`src/rtl/io_pkg.sv`:
```
// Shared constants for the interrupt-responder peripheral: register map,
// CTRL/STATUS bit positions and the handshake FSM encoding.
package io_pkg;

    // Word offsets inside the 16-byte register window (addr[3:2]).
    localparam logic [1:0] REG_DATA   = 2'd0;
    localparam logic [1:0] REG_RELOAD = 2'd1;
    localparam logic [1:0] REG_CTRL   = 2'd2;
    localparam logic [1:0] REG_STATUS = 2'd3;

    // CTRL bits. SW_EVT is a write-only strobe and is never stored.
    localparam int CTRL_TIMER_EN = 0;
    localparam int CTRL_INT_EN   = 1;
    localparam int CTRL_SW_EVT   = 2;

    // STATUS bits.
    localparam int STAT_PENDING   = 0;
    localparam int STAT_OVERFLOW  = 1;
    localparam int STAT_CNT_LSB   = 4;
    localparam int STAT_STATE_LSB = 8;

    // Interrupt handshake states; the code is visible in STATUS[10:8].
    typedef enum logic [2:0] {
        ST_IDLE = 3'd0,
        ST_REQ  = 3'd1,
        ST_ACK  = 3'd2
    } state_e;

endpackage

```
`src/rtl/io_reload_timer.sv`:
```
// Free-running reload timer: counts RELOAD down to zero, emits a one-cycle
// event and reloads, giving one event every RELOAD+1 cycles while enabled.
module io_reload_timer (
    input  logic        clk,
    input  logic        reset,
    input  logic        timer_en,
    input  logic [31:0] reload,
    output logic        event_pulse
);

    logic [31:0] tcnt;
    logic        armed;

    // A zero reload value disables events even when the timer is enabled.
    assign armed       = timer_en && (reload != 32'd0);
    assign event_pulse = armed && (tcnt == 32'd0);

    // Down-counter: track RELOAD while idle, reload on expiry, else decrement.
    // NOTE: sequential state uses non-blocking assignments so every flop samples pre-edge values.
    always_ff @(posedge clk) begin
        if (!reset) begin
            tcnt <= '0;
        end else if (!armed || event_pulse) begin
            tcnt <= reload;
        end else begin
            tcnt <= tcnt - 32'd1;
        end
    end

endmodule

```
`src/rtl/io_intr_responder.sv`:
```
// Memory-mapped interrupt responder: a 4-register window on the CPU data bus,
// a saturating pending-event counter fed by a reload timer and software
// strobes, and the intr/int_ack handshake FSM that services those events.
module io_intr_responder
    import io_pkg::*;
#(
    parameter logic [31:0] BASE_ADDR = 32'hFFFF_0000,
    parameter int          CNT_W     = 4
) (
    input  logic        clk,
    input  logic        reset,
    input  logic        dm_cs,
    input  logic        dm_wr,
    input  logic        dm_rd,
    input  logic [31:0] addr,
    input  logic [31:0] din,
    input  logic        int_ack,
    output logic [31:0] DY,
    output logic        intr
);

    localparam logic [CNT_W+1:0] CNT_MAX_EXT = {2'b00, {CNT_W{1'b1}}};

    logic [31:0]      data_q;
    logic [31:0]      reload_q;
    logic [1:0]       ctrl_q;
    logic [CNT_W-1:0] cnt_q;
    logic             ovf_q;
    state_e           state_q;
    state_e           state_d;

    logic             hit;
    logic [1:0]       sel;
    logic             wr_en;
    logic             rd_en;
    logic             sw_evt;
    logic             tmr_evt;
    logic             service_done;
    logic [1:0]       inc;
    logic [CNT_W+1:0] cnt_sum;
    logic             cnt_sat;
    logic [31:0]      status;
    logic             unused_addr_bits;

    // Byte lanes are not decoded; the whole window is word-accessed.
    assign unused_addr_bits = ^addr[1:0];

    assign hit    = dm_cs && (addr[31:4] == BASE_ADDR[31:4]);
    assign sel    = addr[3:2];
    assign wr_en  = hit && dm_wr;
    assign rd_en  = reset && hit && dm_rd;
    assign sw_evt = wr_en && (sel == REG_CTRL) && din[CTRL_SW_EVT];

    io_reload_timer u_timer (
        .clk        (clk),
        .reset      (reset),
        .timer_en   (ctrl_q[CTRL_TIMER_EN]),
        .reload     (reload_q),
        .event_pulse(tmr_evt)
    );

    // Net counter change: up to two events in, at most one service out.
    assign inc     = {1'b0, tmr_evt} + {1'b0, sw_evt};
    assign cnt_sum = {2'b00, cnt_q} + {{CNT_W{1'b0}}, inc}
                   - {{(CNT_W + 1){1'b0}}, service_done};
    assign cnt_sat = (cnt_sum > CNT_MAX_EXT);

    // Software-visible registers; SW_EVT is a strobe and is not stored.
    always_ff @(posedge clk) begin
        if (!reset) begin
            data_q   <= '0;
            reload_q <= '0;
            ctrl_q   <= '0;
        end else if (wr_en) begin
            case (sel)
                REG_DATA:   data_q   <= din;
                REG_RELOAD: reload_q <= din;
                REG_CTRL:   ctrl_q   <= din[1:0];
                default:    ;
            endcase
        end
    end

    // Pending-event counter with saturation; overflow is sticky and W1C,
    // with a fresh overflow winning over a same-cycle clear.
    always_ff @(posedge clk) begin
        if (!reset) begin
            cnt_q <= '0;
            ovf_q <= 1'b0;
        end else begin
            cnt_q <= cnt_sat ? CNT_MAX_EXT[CNT_W-1:0] : cnt_sum[CNT_W-1:0];
            if (cnt_sat) begin
                ovf_q <= 1'b1;
            end else if (wr_en && (sel == REG_STATUS) && din[STAT_OVERFLOW]) begin
                ovf_q <= 1'b0;
            end
        end
    end

    // Handshake state register.
    always_ff @(posedge clk) begin
        if (!reset) begin
            state_q <= ST_IDLE;
        end else begin
            state_q <= state_d;
        end
    end

    // Handshake next-state and Moore outputs; service completes when the
    // CPU releases int_ack, and only an unacknowledged request can be withdrawn.
    // NOTE: every always_comb output gets a default first so no path infers a latch.
    always_comb begin
        state_d      = state_q;
        intr         = 1'b0;
        service_done = 1'b0;
        case (state_q)
            ST_IDLE: begin
                if (ctrl_q[CTRL_INT_EN] && (cnt_q != '0)) state_d = ST_REQ;
            end
            ST_REQ: begin
                intr = 1'b1;
                if (!ctrl_q[CTRL_INT_EN]) state_d = ST_IDLE;
                else if (int_ack)         state_d = ST_ACK;
            end
            ST_ACK: begin
                if (!int_ack) begin
                    service_done = 1'b1;
                    state_d      = ST_IDLE;
                end
            end
            default: state_d = ST_IDLE;
        endcase
    end

    // STATUS image assembled from live state.
    always_comb begin
        status                               = '0;
        status[STAT_PENDING]                 = (cnt_q != '0);
        status[STAT_OVERFLOW]                = ovf_q;
        status[STAT_CNT_LSB +: CNT_W]        = cnt_q;
        status[STAT_STATE_LSB +: 3]          = state_q;
    end

    // Combinational read port; zero whenever not selected or held in reset.
    always_comb begin
        DY = '0;
        if (rd_en) begin
            case (sel)
                REG_DATA:   DY = data_q;
                REG_RELOAD: DY = reload_q;
                REG_CTRL:   DY = {30'd0, ctrl_q};
                default:    DY = status;
            endcase
        end
    end

endmodule

```
`config.mk`:
```
export PLATFORM = sky130hd
export DESIGN_NAME = io_intr_responder
export DESIGN_NICKNAME = d
export VERILOG_FILES = /design/src/rtl/io_pkg.sv /design/src/rtl/io_reload_timer.sv /design/src/rtl/io_intr_responder.sv
export SDC_FILE = /design/constraint.sdc
export NUM_CORES = 1
export LEC_CHECK = 0
export BUFFER_PORTS_ARGS = -buffer_cell sky130_fd_sc_hd__clkbuf_2
export CAP_MARGIN = 20
export CORE_UTILIZATION = 39
export DETAILED_ROUTE_END_ITERATION = 16
export PLACE_DENSITY_LB_ADDON = 0.08
export SYNTH_ARGS = -nofsm -noshare
export SYNTH_HDL_FRONTEND = slang
export SYNTH_SLANG_ARGS = --single-unit
```
`constraint.sdc`:
```
create_clock -name clk -period 4.79 [get_ports clk]
set_input_delay 0.2395 -clock clk [delete_from_list [all_inputs] [get_ports clk]]
set_output_delay 0.2395 -clock clk [all_outputs]
set_load 0.01 [all_outputs]
```
# Word level (Yosys, flattened, before mapping)

Index checks and enable logic that the tools add are counted.

Latch bits: 0
Register bits: 106
Bits of input ports: 70
Bits in read-only memories: 0
Memory bits (writable): 0
Memories kept: 0
Logic and storage cells: 58
Output and inout port bits: 33

Bitwise logic cells: 0
Div/mod/pow operators: 0
Multiplexer cells: 14
$mul: 0
Eq/ne operators: 9
Shifts and indexed selects: 0
Add/subtract/negate cells: 4
Order comparisons: 1
Reduce and logical (&&, ||, !) cells: 23

Operators by type and width:

| cell                  | number |
|---|---|
| $pmux 32 s3           | 1 |
| $mux 32               | 2 |
| $logic_not 32->1      | 1 |
| $reduce_bool 32->1    | 1 |
| $sub 32x1->32 const B | 1 |
| $eq 28x28->1 const B  | 1 |
| $mux 3                | 4 |
| $logic_and 1x1->1     | 11 |
| $pmux 3 s3            | 1 |
| $gt 6x4->1 const B    | 1 |
| $reduce_and 2->1      | 3 |
| $sub 5x1->6           | 1 |
| $add 4x2->5           | 1 |
| $mux 1                | 5 |
| $eq 2x2->1 const B    | 2 |
| $mux 4                | 1 |
| $ne 2x2->1 const B    | 2 |
| $reduce_bool 4->1     | 1 |
| $eq 3x1->1 const B    | 1 |
| $eq 3x2->1 const B    | 1 |
| $logic_not 3->1       | 1 |
| $ne 3x3->1 const B    | 1 |
| $reduce_and 3->1      | 1 |
| $add 1x1->2           | 1 |
| other kinds (5)       | 5 |

# Logic depth before layout (Yosys ltp)

Gate-level depths: netlist of the first run.

Word-level depth: 10
Gate-level depth with buffers: 16

# Modules after synthesis

Synthesis of the first run repeated with hierarchy kept, for this count alone.

Cell total of the unflattened synthesis: 637
Area, all modules: 5457.7 um^2

By module, submodules not included:

| module            | instances | cells each | area each (um^2) |
|---|---|---|---|
| io_intr_responder | 1         | 415        | 3560.9 |
| io_reload_timer   | 1         | 222        | 1896.8 |

# Worst setup path before layout of the first run

OpenSTA, ideal clock, no wires.

Kind: register to register
Start: reg u_timer.tcnt[27]
End: reg cnt_q[0]
Buffers on the path: 2
Arrival: 3.676 ns
Cell stages (with the launch flop): 15
Data required time: 4.654 ns
Slack: 0.978 ns
Setup time: 0.136 ns
Path through: dfxtp_1 -> or4_4 -> or4_4 -> or4b_1 -> buf_2 -> buf_6 -> nor2_1 -> fa_1 -> inv_1 -> fa_1 -> nand2b_1 -> a21oi_1 -> nor3_1 -> a211oi_1 -> a21oi_1

Longest elaborated chain between the ends: 7

RTL lines:

| what                   | line                    | RTL |
|---|---|---|
| from (decl)            | io_reload_timer.sv:11   | `logic [31:0] tcnt;` |
| from (signal assigned) | io_reload_timer.sv:24   | `tcnt <= reload;` |
| from (signal assigned) | io_reload_timer.sv:26   | `tcnt <= tcnt - 32'd1;` |
| $logic_not 32->1 *     | io_reload_timer.sv:16   | `assign event_pulse = armed && (tcnt == 32'd0);` |
| $logic_and 1x1->1 *    | io_reload_timer.sv:16   |  |
| $add 1x1->2 *          | io_intr_responder.sv:63 | `assign inc = {1'b0, tmr_evt} + {1'b0, sw_evt};` |
| $add 4x2->5 *          | io_intr_responder.sv:64 | `assign cnt_sum = {2'b00, cnt_q} + {{CNT_W{1'b0}}, inc}` |
| $sub 5x1->6 *          | io_intr_responder.sv:65 | `- {{(CNT_W + 1){1'b0}}, service_done};` |
| $gt 6x4->1             | io_intr_responder.sv:66 | `assign cnt_sat = (cnt_sum > CNT_MAX_EXT);` |
| $mux 4 *               | io_intr_responder.sv:91 | `cnt_q <= cnt_sat ? CNT_MAX_EXT[CNT_W-1:0] : cnt_sum[CNT_W-1:0];` |
| to (signal assigned)   | io_intr_responder.sv:91 |  |
| to (decl)              | io_intr_responder.sv:27 | `logic [CNT_W-1:0] cnt_q;` |

Mark *: on every way between the ends. The rest lies on a longest branch, timed or not.
A chain may end at the register's enable or synchronous reset.

# Worst setup path in the final report of the first run

Start: reg u_timer.tcnt[0]
End: reg cnt_q[1]

Same word-level chain as after synthesis.

==> flow_summary.json, run 1 <==
{
  "clock_sinks": 105,
  "dp_cells": 827,
  "worst_slack_ps": 579,
  "cts_resized": 0,
  "numCtsBuffers": 9,
  "syn2layout_area_growth_pct": 16.8,
  "coreArea_mm2": 0.0133,
  "cts_buffer_depth": 2,
  "finalNetCount": 743,
  "cp.required_ps": 4990,
  "yosysWarnings": 0,
  "crit_slowest_cell": "or4b_2",
  "cts.clk_slew.worst_paths_ps": 80,
  "final_core_util_pct": 47.1,
  "cts_root_buf": "clkbuf_16",
  "setup_viol": 0,
  "rsz0062_at_grt": "no",
  "htreeDepth": 3,
  "hpwl_mm": 9.76,
  "netlist_top_cells_area": "dfxtp_1 (39%), mux2i_1 (18%), nor2_1 (8.0%), a21oi_2 (4.7%), a211oi_1 (4.2%)",
  "fp-row-count": 42,
  "p_total_mw": 1.88,
  "post-synth-top-area-fraction_pct": 39.0,
  "n_antenna_cell": 0,
  "num_vias": 4514,
  "hold_path.class": "input pin to register",
  "cts_tree": "done",
  "hold_buffers": 0,
  "worstSetupStartpointType": "register",
  "fin_tns_setup_ps": 0,
  "fill_cells": 1360,
  "post-place-ws_ps": 595,
  "syn-num-nets": 665,
  "synth_top_area_cell": "dfxtp_1",
  "async_flop_share_pct": 0,
  "period_minus_slack_ps": 4210,
  "clkLatencyLatePin_ps": 360,
  "final_cells": 844,
  "max_slew_margin_pct": 35.3,
  "numPortBuffers": 100,
  "p_leak_nw": 2.72,
  "drtPass1Iterations": 4,
  "finClkSkew_ps": 12.1,
  "layout-drive-gt1-share_pct": 25.0,
  "slew_viol_final": 0,
  "end_kind": "register",
  "synth-seq-area-share_pct": 39.0,
  "maxCapViolCount": 0,
  "wire_per_inst_um": 16.5,
  "synth_ff_type": "dfxtp_1",
  "worst_slew_pin_slew_ps": 968,
  "track_usage_pct": 20.4,
  "grt_max_degree": 75,
  "critPathMaxFanout": 5,
  "first_iter_violations": 204,
  "syn_inst": 585,
  "finalWirelength_mm": 13.9,
  "pin_count": 103,
  "synth-edff-count": 0,
  "route.detailed.drc": 0,
  "status": "completed",
  "ant_nets": 0,
  "viasPerCell": 5.35,
  "die_w_um": 119,
  "path_cells": "inv_1 > ha_1 > or4b_2 > nor4_1 > or4b_2 > nor2_1 > fa_1 > inv_1 > fa_1 > nand2b_1 > a21oi_1 > nor3_1 > a211oi_1 > a21oi_1",
  "dieHeight_um": 119,
  "grt_pass1_vias": 4435,
  "fin_crit_sh_pct": 87.9,
  "critical_path_class": "register to register",
  "yosysUniqueCellTypes": 44,
  "ir_drop_uv": 196,
  "synth.avg_cell_area_um2": 9.20,
  "final-hold-violation-count": 0,
  "critPathMaxStageDelay_ps": 640,
  "max_freq_mhz": 237,
  "power.density_mw_per_mm2": 298,
  "antenna_found_initial": 0,
  "place_congestion": 0.798,
  "syn_area_mm2": 0.00538,
  "post_cts_buffers": 0,
  "critPathArrivalTime_ps": 4410,
  "ys_ff_latch": 105,
  "die_area_mm2": 0.0143,
  "grt_overflow_total": 0,
  "grt_pass1_wl_mm": 22.9,
  "initial_utilization_pct": 40.3
}
[where the power goes]
part	leakage [nW]	switching [mW]	internal (mW)
combinational	1.74	0.132	0.106
sequential	0.847	0.0228	0.894
clock	0.135	0.359	0.363
total	2.72	0.513	1.36
[cell usage after synthesis (3+ instances only)]
master and n:
inv_1 10, nor2_1 115, a21oi_1 17, nand2b_1 4, clkbuf_1 26, xor2_1 7, buf_6 3, o21ai_0 3
a211oi_1 30, nand4_1 7, nor4_1 20, dfxtp_1 105, mux2i_1 96, ha_1 8, xnor2_1 22, nand2_1 11
nand3_1 3, buf_2 6, nor4b_1 3, nor3_1 9, buf_1 6, nor2b_1 5, or4_1 4, or3_1 8
a21oi_2 29
[logic make-up after synthesis]
group | count (synthesis) | share of synthesized area [%]
simple gates | 204 | 18.7
fa+ha+maj | 10 | 2.60
mux | 98 | 18.7
flops | 105 | 39.0
buf+inv | 52 | 4.18
compound gates | 87 | 12.0
xor+xnor | 29 | 4.72
[path summary, 6_finish.rpt]
kind	from	slack, ps	to	cells after the start
worst max register to register	u_timer.tcnt[0]	580	cnt_q[1]	14
worst min register to register	u_timer.tcnt[0]	470	u_timer.tcnt[0]	1
worst max-delay path	u_timer.tcnt[0]	580	cnt_q[1]	14
worst min-delay path	din[10]	140	data_q[10]	3
[per-layer routing]
metal	share of wire, %	GRT usage, %	wire (um)	vias up
met3	3.4	3.94	469	13
met1	46	25.8	6410	2186
met4	1.7	6.88	234	0
li1	-	-	-	2236
met2	49	34.8	6840	79
met5	0	0	0	-
[state kept, by name, indices dropped and copies added (netlist names)]
register,flops
u_timer.tcnt,32
cnt_q,4
ctrl_q,2
data_q,32
state_q,2
ovf_q,1
reload_q,32
[metrics by stage]
step	instance area [um2]	hold slack [ps]
after floorplan	5380	365
after global placement	5980	455
after detailed placement	5980	463
after CTS	6270	118
after global routing	6290	135
final	6290	137
[worst max-delay path: cells and delay by family, from the launching register on]
kind / cells / cell delay (ps)
and+or+nand+nor: 6 / 1940
AOI/OAI and AO/OA: 3 / 910
adders and majority gates: 3 / 740
DFF: 1 / 330
buffers and inverters: 2 / 140
[final cells by class]
cell class / count / area (um2) / share of cell area [%]
Clock buffer: 9 / 225 / 3.58
Clock inverter: 7 / 66.3 / 1.05
Inverter: 11 / 41.3 / 0.657
Multi-Input combinational cell: 428 / 3060 / 48.7
Sequential cell: 105 / 2100 / 33.4
Tap cell: 176 / 220 / 3.50
Timing Repair Buffer: 108 / 573 / 9.11
[cells in the final DEF, fill, tap and decap left out, types with 3 or more instances in the layout]
cell type and instances:
xor2_1 7, nor2_1 114, nor4b_1 3, clkbuf_2 100, inv_1 10, nor4_1 20
clkbuf_16 9, nor3_1 9, nand2_1 11, nand2b_1 4, a21oi_2 29, or3_1 8
a211oi_1 30, dfxtp_1 105, ha_1 8, a21oi_1 17, nand4_1 7, or4_1 4
nor2b_1 5, xnor2_1 22, mux2i_1 96, o21ai_0 3, buf_4 7, nand3_1 3
No activity file was read; power rests on OpenSTA's default activity.
==> run 2, diff against run 1 <==
--- a/config.mk
+++ b/config.mk
@@ -7,9 +7,10 @@
 export LEC_CHECK = 0
 export BUFFER_PORTS_ARGS = -buffer_cell sky130_fd_sc_hd__clkbuf_2
 export CAP_MARGIN = 20
-export CORE_UTILIZATION = 39
+export CORE_UTILIZATION = 55
 export DETAILED_ROUTE_END_ITERATION = 16
 export PLACE_DENSITY_LB_ADDON = 0.08
+export RECOVER_POWER = 50
 export SYNTH_ARGS = -nofsm -noshare
 export SYNTH_HDL_FRONTEND = slang
 export SYNTH_SLANG_ARGS = --single-unit
==> run 2 against run 1 <==
  * The run now ends with max-capacitance violations, max-slew violations left
  * Critical endpoint is now cnt_q[0]
  * Total power down 9.6%
  * Non-clock buffer count down 1
  * Worst hold slack worse by 33 ps
==> flow_summary.json, run 2 (synthesis gave the netlist of run 1 again) <==
{
  "coreArea_mm2": 0.00937,
  "final-hold-violation-count": 0,
  "crit_slowest_cell": "or4b_2",
  "ir_drop_uv": 178,
  "final_common_cell": "nor2_1",
  "critPathArrivalTime_ps": 4380,
  "path_buf_inv": 2,
  "power.density_mw_per_mm2": 278,
  "violations": "max-capacitance violations, max-slew violations",
  "reg2reg_from": "u_timer.tcnt[0]",
  "period_minus_slack_ps": 4160,
  "ant_nets": 0,
  "initial_utilization_pct": 57.4,
  "cts_root_buf": "clkbuf_8",
  "finalWirelength_mm": 13.0,
  "critical_path_class": "register to register",
  "max_freq_mhz": 240,
  "numPortBuffers": 100,
  "fin_tns_setup_ps": 0,
  "layout-drive-gt1-share_pct": 23.1,
  "slew_viol_final": 66,
  "path_cells": "inv_1 > ha_1 > or4b_2 > nor4_1 > or4b_2 > nor2_1 > fa_1 > inv_1 > fa_1 > nand2b_1 > a21oi_1 > nor3_1 > a211oi_1 > a21oi_1",
  "dieHeight_um": 101,
  "status": "finished, violations left",
  "critPathMaxStageDelay_ps": 640,
  "max_slew_margin_pct": -64.3,
  "n_antenna_cell": 0,
  "drtPass1Iterations": 5,
  "crit_start": "u_timer.tcnt[0]",
  "fill_cells": 828,
  "fp-row-count": 35,
  "dp_cells": 780,
  "final_cell_mix": "nor2_1 (114), dfxtp_1 (105), mux2i_1 (96), clkbuf_2 (93), a211oi_1 (30)",
  "finClkSkew_ps": 13.6,
  "track_usage_pct": 25.9,
  "stdcell_area_mm2": 0.00611,
  "crit_cells": 14,
  "fin_crit_sh_pct": 86.9,
  "grt_pass1_wl_mm": 20.6,
  "setup_viol": 0,
  "die_w_um": 101,
  "finalNetCount": 742,
  "cts_tree": "done",
  "p_total_mw": 1.70,
  "cp.required_ps": 5010,
  "htreeDepth": 3,
  "grt_max_degree": 53,
  "post-place-ws_ps": 663,
  "grt_overflow_total": 0,
  "rsz0062_at_grt": "no",
  "grt_pass1_vias": 4337,
  "syn2layout_area_growth_pct": 13.5,
  "largestRegisters": "data_q: 32 flops, reload_q: 32 flops, u_timer.tcnt: 32 flops",
  "wire_per_inst_um": 16.3,
  "hold_path.class": "input pin to register",
  "antenna_found_initial": 0,
  "num_vias": 4519,
  "maxCapViolCount": 2,
  "worst_slew_pin_slew_ps": 2460,
  "numCtsBuffers": 9,
  "final_cells": 796,
  "route.detailed.drc": 0,
  "cts.clk_slew.worst_paths_ps": 90,
  "r2r_cells": 14,
  "dpl_cell_area_mm2": 0.00594,
  "regArea_mm2": 0.00210,
  "first_iter_violations": 192,
  "clkLatencyLatePin_ps": 370,
  "place_congestion": 0.792,
  "holdPathStages": 3,
  "post_cts_buffers": 0,
  "end_kind": "register",
  "clock_sinks": 105,
  "worstSetupStartpointType": "register",
  "cts_resized": 0,
  "p_leak_nw": 2.64,
  "viasPerCell": 5.68,
  "hpwl_mm": 9.05,
  "cts_buffer_depth": 2,
  "hp-start": "int_ack",
  "pin_count": 103,
  "worst_slack_ps": 626,
  "critPathMaxFanout": 5,
  "hold_buffers": 0,
  "multi_input_area_mm2": 0.00306,
  "critPathTopFamily": "simple AND/OR/NAND/NOR gates",
  "die_area_mm2": 0.0102
}
-- run 2: changes by cell type in the layout (fill, tap and decap cells not counted), moves of 3 or more --
cell,delta
clkbuf_1,+11
clkbuf_8,+9
clkbuf_2,-7
buf_4,-3
clkbuf_16,-9
-- run 2: per-stage QoR --
step / hold slack, ps / utilization, %
final: 104 / 65.2
after CTS: 99.2 / 65.4
after global routing: 109 / 65.2
after floorplan: 365 / -
after global placement: 453 / 63.1
after detailed placement: 463 / 63.4
-- run 2: path summary, 6_finish.rpt --
| kind | end | slack [ps] |
|---|---|---|
| worst max register to register | cnt_q[0] | 630 |
| worst min register to register | ctrl_q[1] | 480 |
| worst min-delay path | state_q[1] | 100 |
| worst max-delay path | cnt_q[0] | 630 |
-- run 2: tightest hold or removal path, stage by stage --
cell and delay (ps):
clkbuf_2 100, nand2_1 60, a21oi_1 30
-- run 2: layout make-up --
| class | count | area share, % |
|---|---|---|
| Sequential cell | 105 | 34.4 |
| Tap cell | 129 | 2.64 |
| Inverter | 11 | 0.676 |
| Clock inverter | 5 | 0.922 |
| Clock buffer | 11 | 2.15 |
| Timing Repair Buffer | 107 | 9.12 |
| Multi-Input combinational cell | 428 | 50.1 |
-- run 2: per-layer routing --
| metal | GRT usage, % | routed length (um) | vias up |
|---|---|---|---|
| li1 | - | - | 2225 |
| met1 | 30.3 | 5500 | 2151 |
| met2 | 49.2 | 6660 | 131 |
| met3 | 3.88 | 703 | 12 |
| met4 | 6.13 | 132 | 0 |
| met5 | 0 | 0 | - |
-- run 2: report_power, final --
group	leakage [nW]	internal, mW	switching, mW	total (mW)
Combinational	1.70	0.106	0.131	0.237
Sequential	0.847	0.894	0.0233	0.918
Clock	0.0933	0.242	0.300	0.542
==> run 3, diff against run 2 <==
--- a/config.mk
+++ b/config.mk
@@ -7,10 +7,11 @@
 export LEC_CHECK = 0
 export BUFFER_PORTS_ARGS = -buffer_cell sky130_fd_sc_hd__clkbuf_2
 export CAP_MARGIN = 20
-export CORE_UTILIZATION = 55
+export CORE_UTILIZATION = 50
 export DETAILED_ROUTE_END_ITERATION = 16
 export PLACE_DENSITY_LB_ADDON = 0.08
 export RECOVER_POWER = 50
 export SYNTH_ARGS = -nofsm -noshare
 export SYNTH_HDL_FRONTEND = slang
+export SYNTH_HIERARCHICAL = 1
 export SYNTH_SLANG_ARGS = --single-unit
==> constraint.sdc (replaced) <==
create_clock -name clk -period 3.4 [get_ports clk]
set_input_delay 0.17 -clock clk [delete_from_list [all_inputs] [get_ports clk]]
set_output_delay 0.17 -clock clk [all_outputs]
set_load 0.01 [all_outputs]
==> run 3 against run 2 <==
  * The run still ends with max-capacitance violations, max-slew violations left
  * Worst hold slack got worse by 65 ps
  * Cell area increased by 0.86%
  * Setup slack worse by 430 ps
  * Die area grew 11%
  * Total power grew 55%
  * Via count up 9.4%
  * Register-to-register slack got worse by 430 ps
==> flow_summary.json, run 3 <==
{
  "synth.avg_cell_area_um2": 8.57,
  "cp.required_ps": 3660,
  "worst_slew_pin_slew_ps": 2250,
  "hpwl_mm": 9.52,
  "final-hold-violation-count": 0,
  "final_cells": 855,
  "route.detailed.drc": 0,
  "ys_ff_latch": 105,
  "first_iter_violations": 304,
  "grt_max_degree": 65,
  "status": "finished, violations left",
  "critical_path_class": "register to register",
  "p_total_mw": 2.64,
  "dieHeight_um": 106,
  "power_frac_clock_pct": 35.1,
  "syn_inst": 637,
  "numPortBuffers": 100,
  "hold_path.class": "input pin to register",
  "fill_cells": 1048,
  "p_seq_share_pct": 49.0,
  "p_leak_nw": 2.49,
  "critPathArrivalTime_ps": 3460,
  "dp_cells": 839,
  "async_flop_share_pct": 0,
  "largestRegisters": "data_q: 32 flops, reload_q: 32 flops, u_timer/tcnt: 32 flops",
  "pwr-share-comb_pct": 15.9,
  "critPathTopFamily": "simple AND/OR/NAND/NOR gates",
  "coreArea_mm2": 0.0105,
  "die_area_mm2": 0.0113,
  "htreeDepth": 3,
  "place_congestion": 0.837,
  "grt_pass1_vias": 4784,
  "cts_root_buf": "clkbuf_8",
  "switching_share_pct": 26.3,
  "grt_pass1_wl_mm": 22.7,
  "yosysUniqueCellTypes": 54,
  "ir_drop_uv": 463,
  "path_cells": "or4_4 > nor4b_1 > nand4_1 > nor2_2 > fa_2 > inv_1 > fa_1 > nand2b_1 > a21oi_2 > xnor2_2 > nand2_1 > o21a_1",
  "final_cell_mix": "dfxtp_1 (105), clkbuf_2 (100), nand3_1 (72), o21ai_0 (66), nor2_1 (49)",
  "synth_common_cells": "dfxtp_1 (105), nand3_1 (72), nor2_1 (51)",
  "cts_buffer_depth": 2,
  "ant_nets": 0,
  "critPathMaxFanout": 4,
  "syn-num-nets": 716,
  "syn2layout_area_growth_pct": 12.9,
  "numCtsBuffers": 9,
  "max_freq_mhz": 312,
  "power.density_mw_per_mm2": 428,
  "violations": "max-capacitance violations, max-slew violations",
  "syn_area_mm2": 0.00546,
  "synth_ff_type": "dfxtp_1",
  "num_vias": 4942,
  "yosysMostFrequentCell": "dfxtp_1",
  "maxCapViolCount": 1,
  "initial_utilization_pct": 52.2,
  "stdcell_area_mm2": 0.00616,
  "slew_viol_final": 56,
  "switchingPower_mw": 0.694,
  "fin_crit_sh_pct": 94.3,
  "synth-edff-count": 0,
  "dpl_cell_area_mm2": 0.00601,
  "pin_count": 103,
  "hold_buffers": 0,
  "finalWirelength_mm": 13.9,
  "yosysWarnings": 6,
  "max_slew_margin_pct": -50.2,
  "path_buf_inv": 1,
  "cts.clk_slew.worst_paths_ps": 110,
  "critPathMaxStageDelay_ps": 540,
  "synth_top_area_cell": "dfxtp_1",
  "clock_sinks": 105,
  "synth-seq-area-share_pct": 38.5,
  "clkLatencyLatePin_ps": 370,
  "layout-drive-gt1-share_pct": 22.1,
  "antenna_found_initial": 0,
  "period_minus_slack_ps": 3210,
  "internal-power_mw": 1.94,
  "grt_overflow_total": 0,
  "end_kind": "register",
  "post-synth-top-area-fraction_pct": 38.5,
  "track_usage_pct": 25.2,
  "n_antenna_cell": 0,
  "die_w_um": 106,
  "fp-row-count": 37,
  "worstSetupStartpointType": "register",
  "netlist_top_cells_area": "dfxtp_1 (39%), nand3_1 (6.6%), mux2i_1 (5.9%), o21ai_2 (4.8%), a21oi_1 (3.7%)",
  "finClkSkew_ps": 14.1,
  "fin_hold_ws_ps": 39.1,
  "cts_tree": "done",
  "fin_tns_setup_ps": 0,
  "viasPerCell": 5.78,
  "final_common_cell": "dfxtp_1",
  "finalNetCount": 794,
  "drtPass1Iterations": 5,
  "crit_slowest_cell": "or4_4",
  "wire_per_inst_um": 16.3,
  "setup_viol": 0
}
==> run 3: kinds of logic after synthesis <==
group	Yosys count	synth area share, %
simple gates	255	25.2
compound gates	148	17.8
flops	105	38.5
buf+inv	57	4.77
mux	34	6.69
xor+xnor	29	4.65
fa+ha+maj	9	2.34
==> run 3: power by group through the flow <==
stage	combinational (mW)	clock, mW	sequential [mW]
5_1_grt	0.472	0.994	1.30
3_3_place_gp	0.379	0	1.32
2_1_floorplan	0.290	0	1.31
6_report	0.418	0.925	1.29
3_5_place_dp	0.391	0	1.32
4_1_cts	0.392	0.944	1.29
==> run 3: per-stage QoR <==
step	utilization (%)	setup slack (ps)
2_1_floorplan	-	63.7
3_3_place_gp	57.4	155
3_5_place_dp	57.4	93.3
4_1_cts	59.7	73.4
5_1_grt	58.9	-23.0
6_report	58.9	195
==> run 3: worst min-delay path: cells and delay by family <==
family	cells	cell delay (ps)
buf+inv	1	80
simple gates	1	60
compound gates	1	60
==> run 3: final timing paths <==
check                           slack (ps)        startpoint  cells past startpoint            to
worst max register to register         190  u_timer/tcnt[29]                     12      cnt_q[0]
worst min-delay path                    40           din[26]                      3  reload_q[26]
worst max-delay path                   190  u_timer/tcnt[29]                     12      cnt_q[0]
worst min register to register         470         data_q[4]                      2     data_q[4]
==> run 3: layer usage <==
| layer | vias up | wire [um] | global-route usage [%] |
|---|---|---|---|
| met4 | 0 | 223 | 9.00 |
| li1 | 2442 | - | - |
| met2 | 139 | 6410 | 40.2 |
| met5 | - | 0 | 0 |
| met1 | 2343 | 6560 | 33.8 |
| met3 | 18 | 727 | 4.78 |
==> run 3: what timing repair did <==
item,CTS,global route
setup buffers,0,0
setup endpoints to repair,0,5
resized for setup,0,5
==> run 3: area by class of cell <==
| class | instances | area [um2] | area share (%) |
|---|---|---|---|
| Sequential cell | 105 | 2100 | 34.1 |
| Clock buffer | 9 | 124 | 2.01 |
| Inverter | 10 | 37.5 | 0.609 |
| Clock inverter | 6 | 116 | 1.89 |
| Timing Repair Buffer | 114 | 602 | 9.77 |
| Multi-Input combinational cell | 475 | 3010 | 48.8 |
| Tap cell | 136 | 170 | 2.76 |
